==> src/rtl/hazard_scoreboard.sv <==
// Purpose: per-register latency scoreboard that detects RAW/WAW hazards for the ID instruction.
// Latency: hazard outputs are combinational from registered counters; counters update next edge.
// Backpressure: ext_stall freezes all counters and blocks issue; stall still reports hazards.
//
// Ports:
//   clk, rst                 - clock, synchronous active-high reset
//   id_valid/id_rs/id_rt/... - ID-stage instruction (sources, destination, result latency)
//   ext_stall, flush         - downstream freeze, cancel the ID instruction
//   issue, stall, bubble     - issue to EX, hold IF/ID, insert NOP into EX
//   busy_vec                 - bit r set while register r has a pending result
module hazard_scoreboard #(
  parameter int NREG = 32,
  parameter int AW   = 5,
  parameter int LW   = 3
) (
  input  logic            clk,
  input  logic            rst,
  input  logic            id_valid,
  input  logic [AW-1:0]   id_rs,
  input  logic [AW-1:0]   id_rt,
  input  logic            id_rs_used,
  input  logic            id_rt_used,
  input  logic [AW-1:0]   id_rd,
  input  logic            id_wen,
  input  logic [LW-1:0]   id_lat,
  input  logic            ext_stall,
  input  logic            flush,
  output logic            issue,
  output logic            stall,
  output logic            bubble,
  output logic [NREG-1:0] busy_vec
);

  // Countdown per register; entry 0 is never written so it stays zero.
  logic [LW-1:0] cnt_q [NREG];
  logic [LW-1:0] cnt_d [NREG];

  logic [LW-1:0] rs_cnt;
  logic [LW-1:0] rt_cnt;
  logic [LW-1:0] rd_cnt;
  logic          raw;
  logic          waw;

  // Read the counters addressed by the ID instruction. Indices outside
  // 1..NREG-1 read as zero, so register 0 can never raise a hazard.
  always_comb begin
    rs_cnt = '0;
    rt_cnt = '0;
    rd_cnt = '0;
    for (int r = 1; r < NREG; r++) begin
      if (id_rs == AW'(r)) rs_cnt = cnt_q[r];
      if (id_rt == AW'(r)) rt_cnt = cnt_q[r];
      if (id_rd == AW'(r)) rd_cnt = cnt_q[r];
    end
  end

  assign raw = (id_rs_used && (id_rs != '0) && (rs_cnt != '0)) ||
               (id_rt_used && (id_rt != '0) && (rt_cnt != '0));

  // A new write may not complete before an older write to the same register.
  assign waw = id_wen && (id_rd != '0) && (rd_cnt > id_lat);

  assign stall  = id_valid && !flush && (raw || waw);
  assign issue  = id_valid && !flush && !stall && !ext_stall;
  assign bubble = stall && !ext_stall;

  always_comb begin
    for (int r = 0; r < NREG; r++) begin
      cnt_d[r] = cnt_q[r];
    end
    cnt_d[0] = '0;
    if (!ext_stall) begin
      for (int r = 1; r < NREG; r++) begin
        if (cnt_q[r] != '0) cnt_d[r] = cnt_q[r] - LW'(1);
        // A fresh load wins over the decrement of the same register.
        if (issue && id_wen && (id_lat != '0) && (id_rd == AW'(r))) cnt_d[r] = id_lat;
      end
    end
  end

  always_ff @(posedge clk) begin
    if (rst) begin
      for (int r = 0; r < NREG; r++) cnt_q[r] <= '0;
    end else begin
      for (int r = 0; r < NREG; r++) cnt_q[r] <= cnt_d[r];
    end
  end

  always_comb begin
    busy_vec = '0;
    for (int r = 0; r < NREG; r++) begin
      busy_vec[r] = (cnt_q[r] != '0);
    end
  end

endmodule

==> config.mk <==
export PLATFORM = sky130hd
export DESIGN_NAME = hazard_scoreboard
export DESIGN_NICKNAME = d
export VERILOG_FILES = /design/src/rtl/hazard_scoreboard.sv
export SDC_FILE = /design/constraint.sdc
export NUM_CORES = 1
export LEC_CHECK = 0
export CORE_MARGIN = 4
export CORE_UTILIZATION = 55
export CTS_BUF_LIST = sky130_fd_sc_hd__clkbuf_4 sky130_fd_sc_hd__clkbuf_8 sky130_fd_sc_hd__clkbuf_16
export DETAILED_ROUTE_END_ITERATION = 6
export PLACE_DENSITY_LB_ADDON = 0.12
export SLEW_MARGIN = 20
export SYNTH_ARGS = -nofsm -noshare
export SYNTH_HDL_FRONTEND = slang
export SYNTH_SLANG_ARGS = --single-unit
==> constraint.sdc <==
create_clock -name clk -period 16.6 [get_ports clk]
set_input_delay 2.49 -clock clk [delete_from_list [all_inputs] [get_ports clk]]
set_output_delay 2.49 -clock clk [all_outputs]
set_load 0.01 [all_outputs]
==> impl_metrics.tcl, run 1 <==
set metrics [dict create \
    status "finished with violations" \
    violations "design-rule violations" \
    synth_flop_cell "dfxtp_1" \
    core_um2 18800 \
    drv_slew 0 \
    syn_area_um2 10600 \
    hp-class "flop to flop" \
    wire_per_inst_um 25.4 \
    nNetsFinal 1428 \
    detail_route.vias_per_cell 7.14 \
    setup_viol 0 \
    avgSynthCellArea_um2 7.73 \
    p_total_mw 1.42 \
    finalWirelength_um 40800 \
    grt_first_pass_wirelength_um 62500 \
    cts-root-buf "clkbuf_16" \
    dr.pass1.iters 7 \
    max_flop_register "cnt_q" \
    ys_types 99 \
    track_usage 0.365 \
    cp.arrival_ns 7.98 \
    dieArea_um2 21600 \
    fillCellCount 1765 \
    layout-drive-gt1-share 0.0939 \
    required_ns 14.11 \
    multi_input_area_um2 7860 \
    io_pins 61 \
    tns_ns 0 \
    peakVddDrop_v 0.0000832 \
    worst_setup_path_start_kind "primary input" \
    h-tree-depth 3 \
    cts_buffers 9 \
    yosysTopAreaCellShare 0.176 \
    fin_crit_sh 0.631 \
    drt_iter0_markers 1894 \
    yosys_warnings 0 \
    min_from "cnt_q[1][43]" \
    synth_edf_count 0 \
    antenna_found_initial 0 \
    synth_seq_area_share 0.176 \
    die_w_um 147 \
    crit_start "id_rd[1]" \
    die_h_um 147 \
    via_count 11400 \
    insertion_delay_ns 0.37 \
    initial_utilization 0.563 \
    largest_register_ffs 93 \
    dpl_worst_slack_ns 5.92 \
    synthArstFlopShare 0 \
    clkSinkCount 93 \
    place_area_um2 11100 \
    worstSetupPathType "primary input to output port" \
    regArea_um2 1860 \
    dp.final_hpwl_um 29200 \
    cts_resized 0 \
    synth.net_count 1462 \
    drc 1 \
    area_growth_pct 7.20 \
    io_buffers 59 \
    cts-hold-fix-buffers 0 \
    fin_skew_ns 0.0144 \
    cp-end-kind "output port" \
    worst_slack_ns 6.13 \
    reg2reg_from "cnt_q[0][7]" \
    cts_tree "built" \
    relSlewSlack 0.356 \
    place.gp.congestion 1.01 \
    worst_slew_pin_slew_ns 0.963 \
    finalHoldViolCount 0 \
    top_regs "cnt_q x93" \
    cts_setup_buffers 0 \
    synth_cells 1371 \
    p_leak_nw 3.71 \
    antenna_left 0 \
    synth-seq-cells 93 \
    grt_setup_unrepaired "no" \
    fp-row-count 50 \
    grt_max_degree 74 \
    post-route-util 0.603 \
    max_freq_mhz 95.5 \
    grt-ovfl-total 0 \
    post-route-min-period_ns 10.47 \
    critPathMaxFanout 47 \
    yosysTopAreaCell "dfxtp_1" \
    finalInstanceArea_um2 11400 \
    grt_pass1_vias 10300 \
    maxCapViolations 0 \
    cts_buffer_depth 2 \
    p_per_area_nw_per_um2 125 \
    clk_pin_slew_ns 0.08 \
    synth.area.top_cells "dfxtp_1 (18%), ha_1 (7.7%), nor4_4 (4.2%)" \
]
-- area by class of cell --
type | instances | share of cell area
Clock buffer | 10 | 0.0205
Inverter | 90 | 0.0297
Multi-Input combinational cell | 1070 | 0.692
Clock inverter | 6 | 0.00562
Tap cell | 260 | 0.0286
Sequential cell | 93 | 0.164
Antenna cell | 1 | 0.000220
Timing Repair Buffer | 73 | 0.0595
-- critical path, cell delays in order --
cell	delay (ns)
clkdlybuf4s50_1	0.46
buf_4	0.41
nand2b_2	0.50
o221ai_1	0.36
o21ai_0	0.13
a21oi_1	0.14
o21ai_0	0.13
o21ai_0	0.19
a21oi_1	0.08
o21ai_0	0.19
a31oi_1	0.12
o32a_1	0.17
ha_1	0.29
nand3_1	0.09
o211ai_1	0.10
o21ai_1	0.24
or2_2	0.16
o41ai_2	0.08
o21ai_4	0.08
buf_4	0.69
and3b_1	0.26
clkdlybuf4s50_1	0.54
-- cell usage after synthesis (all sizes together), types with 8 or more instances --
master   instances
inv             90
or2              8
mux2            16
o21bai          23
nand2           75
o21a             8
dfxtp           93
o21ai          102
o221a            8
ha              65
nor2b           51
nor3            34
o22ai            9
nand3b           9
buf             49
mux2i           42
a211oi          39
o221ai           8
a22oi           28
clkbuf          69
or4             10
nor4            34
nand4            8
nor3b           10
o211ai          12
nor4b           26
nand2b          36
a2111oi         29
a31oi           41
or3              9
a221oi           9
a21oi           86
nand3           17
nor2            97
-- cells in the final DEF (no fill, tap or decap), types with 9 or more instances in the layout --
| cell type | n |
|---|---|
| nor2_1 | 95 |
| dfxtp_1 | 93 |
| inv_1 | 87 |
| a21oi_1 | 86 |
| o21ai_0 | 81 |
| nand2_1 | 74 |
| ha_1 | 65 |
| clkdlybuf4s50_1 | 54 |
| nor2b_1 | 51 |
| mux2i_1 | 42 |
| a31oi_1 | 41 |
| a211oi_1 | 39 |
| nand2b_1 | 34 |
| nor3_1 | 33 |
| a22oi_1 | 28 |
| nor4b_1 | 26 |
| o21bai_1 | 23 |
| nor4_4 | 21 |
| o21ai_1 | 20 |
| nand3_1 | 17 |
| buf_4 | 16 |
| mux2_2 | 15 |
| o211ai_1 | 12 |
| a2111oi_0 | 11 |
| nor4_1 | 11 |
| a2111oi_1 | 11 |
| o22ai_1 | 9 |
| or3_1 | 9 |
| clkbuf_16 | 9 |
-- worst paths after layout --
check            endpoint  slack, ns  cells after the start
max                 stall       6.13                     22
min          cnt_q[1][43]       0.59                      2
max reg2reg  cnt_q[0][30]      11.07                     21
min reg2reg  cnt_q[1][43]       0.59                      2
-- routing by layer --
| metal | track usage | up-vias | part of all wire |
|---|---|---|---|
| met4 | 0.115 | 0 | 0.035 |
| li1 | - | 5125 | - |
| met2 | 0.532 | 751 | 0.42 |
| met1 | 0.539 | 5452 | 0.43 |
| met3 | 0.0728 | 113 | 0.11 |
| met5 | 0 | - | 0 |
-- kinds of logic after synthesis --
group	count (synthesis)	share of synthesized area
other cells	1	0.000354
compound gates	491	0.332
buf+inv	208	0.0832
flops	93	0.176
fa+ha+maj	65	0.0767
mux	60	0.0609
simple gates	453	0.271
-- per-stage QoR --
step	hold WS (ns)	instances
after detailed placement	0.570	1586
after global placement	0.563	1586
after floorplan	0.501	1371
after global routing	0.603	1602
after CTS	0.581	1602
final	0.585	1603
-- where the power goes --
group	switching [mW]	internal, mW
Clock	0.112	0.108
Sequential	0.127	0.282
Combinational	0.448	0.344
No activity file was read; power rests on OpenSTA's default activity.
==> run 2: changes to the inputs <==
clock period = 10.5 ns   (was 16.6 ns; I/O delays follow)
==> run 2 against run 1 <==
Against the previous run:
- the run still ends with design-rule violations left
- core utilization unchanged
- flip-flop and latch count unchanged
- clock skew increased by 0.0027 ns
- wire length decreased by 0.79%
- critical path depth unchanged
- sequential share of layout area unchanged
- non-clock buffer count increased by 1
- worst setup slack got worse by 4.3 ns
- final cell count unchanged
- hold slack got worse by 0.0052 ns
- register-to-register slack got worse by 6.2 ns
- critical path type unchanged
- largest power group unchanged
- highest routed layer unchanged
==> impl_metrics.tcl, run 2 (synthesized netlist as in run 1, its figures left out) <==
set metrics [dict create \
    finalHoldViolCount 0 \
    worst_slack_ns 1.82 \
    drv_slew 0 \
    post-route-min-period_ns 8.68 \
    cp-end-kind "output port" \
    post-route-util 0.603 \
    grt_setup_unrepaired "no" \
    clkSinkCount 93 \
    finalInstanceArea_um2 11400 \
    grt_first_pass_wirelength_um 61800 \
    initial_utilization 0.563 \
    core_um2 18800 \
    p_int_mw 1.16 \
    reg2reg_depth 21 \
    area_growth_pct 7.20 \
    cts-hold-fix-buffers 0 \
    grt_pass1_vias 10300 \
    antenna_found_initial 0 \
    status "finished with violations" \
    crit_start "id_rd[1]" \
    finalWirelength_um 40400 \
    switching_share 0.484 \
    fillCellCount 1782 \
    largest_register_ffs 93 \
    die_w_um 147 \
    worst_slew_pin_slew_ns 1.07 \
    place_inst 1587 \
    cts_resized 0 \
    p_clk_frac 0.154 \
    p_leak_nw 3.71 \
    whs_path_depth 2 \
    multi_input_area_um2 7860 \
    tns_ns 0 \
    cts_tree "built" \
    cp_top_family "buffers and inverters" \
    critPathMaxFanout 44 \
    worst_setup_path_start_kind "primary input" \
    slowest_stage "buf_4" \
    nNetsFinal 1429 \
    crit_chain "clkdlybuf4s50_1 > nand2b_1 > buf_4 > o221ai_1 > o21ai_0 > o311ai_0 > o21ai_0 > o21ai_0 > a221oi_1 > nor3_1 > a211oi_1 > a31oi_1 > ha_1 > nand3_1 > o211ai_1 > o21ai_1 > or2_2 > o41ai_2 > o21ai_4 > buf_4 > and3b_1 > clkdlybuf4s50_1" \
    cts-root-buf "clkbuf_16" \
    detail_route.vias_per_cell 7.02 \
    place_area_um2 11100 \
    die_h_um 147 \
    r2r_end "cnt_q[0][30]" \
    cts_buffers 9 \
    finalNonFillerCells 1603 \
    power.net_switching_mw 1.09 \
    layout-drive-gt1-share 0.0938 \
    power_frac_seq 0.287 \
    regArea_um2 1860 \
    fin_skew_ns 0.0171 \
    crit_path_frequent_cell "o21ai_0" \
    insertion_delay_ns 0.37 \
    min_from "cnt_q[1][43]" \
    drc 6 \
    grt_max_degree 74 \
    dieArea_um2 21600 \
    h-tree-depth 3 \
    combinationalPowerShare 0.559 \
    reg2reg_setup_slack_ns 4.88 \
    p_per_area_nw_per_um2 198 \
    final_common_cell "nor2_1" \
    hp-class "flop to flop" \
    critical_path_buf_inv_count 4 \
    antenna_left 0 \
    peakVddDrop_v 0.000141 \
    holdPathEnd "cnt_q[1][43]" \
    io_pins 61 \
    relSlewSlack 0.287 \
    hold_ws_ns 0.580 \
    wire_per_inst_um 25.2 \
    dp.final_hpwl_um 29300 \
    fp-row-count 50 \
    worstSetupPathType "primary input to output port" \
    n_antenna_cell 0 \
    p_total_mw 2.25 \
    place.gp.congestion 0.993 \
    max_flop_register "cnt_q" \
    reg2reg_from "cnt_q[0][7]" \
    top_regs "cnt_q x93" \
    fin_crit_sh 0.827 \
    io_buffers 59 \
    drt_iter0_markers 1784 \
    required_ns 8.93 \
    via_count 11300 \
    cts_buffer_depth 2 \
    maxCapViolations 0 \
    violations "design-rule violations" \
    cp.arrival_ns 7.11 \
    clk_pin_slew_ns 0.08 \
    track_usage 0.361 \
    max_freq_mhz 115 \
    layout_common_cells "nor2_1 (95), dfxtp_1 (93), inv_1 (87)" \
    cts_setup_buffers 0 \
    dr.pass1.iters 7 \
    cpPeakStageDelay_ns 0.72 \
    grt-ovfl-total 0 \
    dpl_worst_slack_ns 2.00 \
    setup_viol 0 \
]
## run 2: changes by cell type in the layout (fill, tap and decap cells not counted), sizes merged
| cell | change |
|---|---|
| clkinv | +2 |
| buf | +1 |
| diode | -1 |
| clkbuf | -1 |
| inv | -1 |
## run 2: worst register-to-register path, stage by stage, from the launching register on
cell and delay (ns):
dfxtp_1 0.44, inv_1 0.21, o21ai_0 0.25, a22oi_1 0.10, nor2_1 0.11, a211oi_1 0.06, o32ai_1 0.14, o21ai_0 0.17
a221o_1 0.36, a22oi_1 0.20, o22a_1 0.17, ha_1 0.24, a21o_1 0.17, a21oi_1 0.17, o21ai_1 0.13, a211o_1 0.26
o41ai_2 0.38, o21ai_4 0.09, buf_4 0.42, or4b_2 0.98, nor2_1 0.35, a2111oi_1 0.10
## run 2: area by class of cell
cell class / instances / area share
clock buffer: 9 / 0.0198
clock inverter: 7 / 0.00606
inverter: 90 / 0.0297
multi-input combinational: 1070 / 0.692
sequential: 93 / 0.164
tap: 260 / 0.0286
timing repair buffer: 74 / 0.0601
## run 2: worst max path at each step
stage / end / slack [ns] / cells past startpoint
after global placement: stall / 2.06 / 22
after global routing: stall / 1.47 / 23
after floorplan: stall / 3.33 / 19
final: stall / 1.82 / 22
after CTS: stall / 1.96 / 22
after detailed placement: stall / 2.00 / 22
## run 2: power groups by stage
| stage | Combinational (mW) | Clock (mW) | Sequential (mW) |
|---|---|---|---|
| finish | 1.26 | 0.345 | 0.644 |
| global route | 1.39 | 0.361 | 0.645 |
| CTS | 1.24 | 0.350 | 0.627 |
| detailed placement | 1.23 | 0 | 0.634 |
| global placement | 1.21 | 0 | 0.635 |
| floorplan | 0.866 | 0 | 0.535 |
## run 2: layer usage
| metal | GRT usage | wire length (µm) | up-vias |
|---|---|---|---|
| met3 | 0.105 | 5080 | 87 |
| met2 | 0.538 | 17300 | 694 |
| li1 | - | - | 5127 |
| met5 | 0 | 0 | - |
| met4 | 0.106 | 1040 | 0 |
| met1 | 0.506 | 17000 | 5348 |
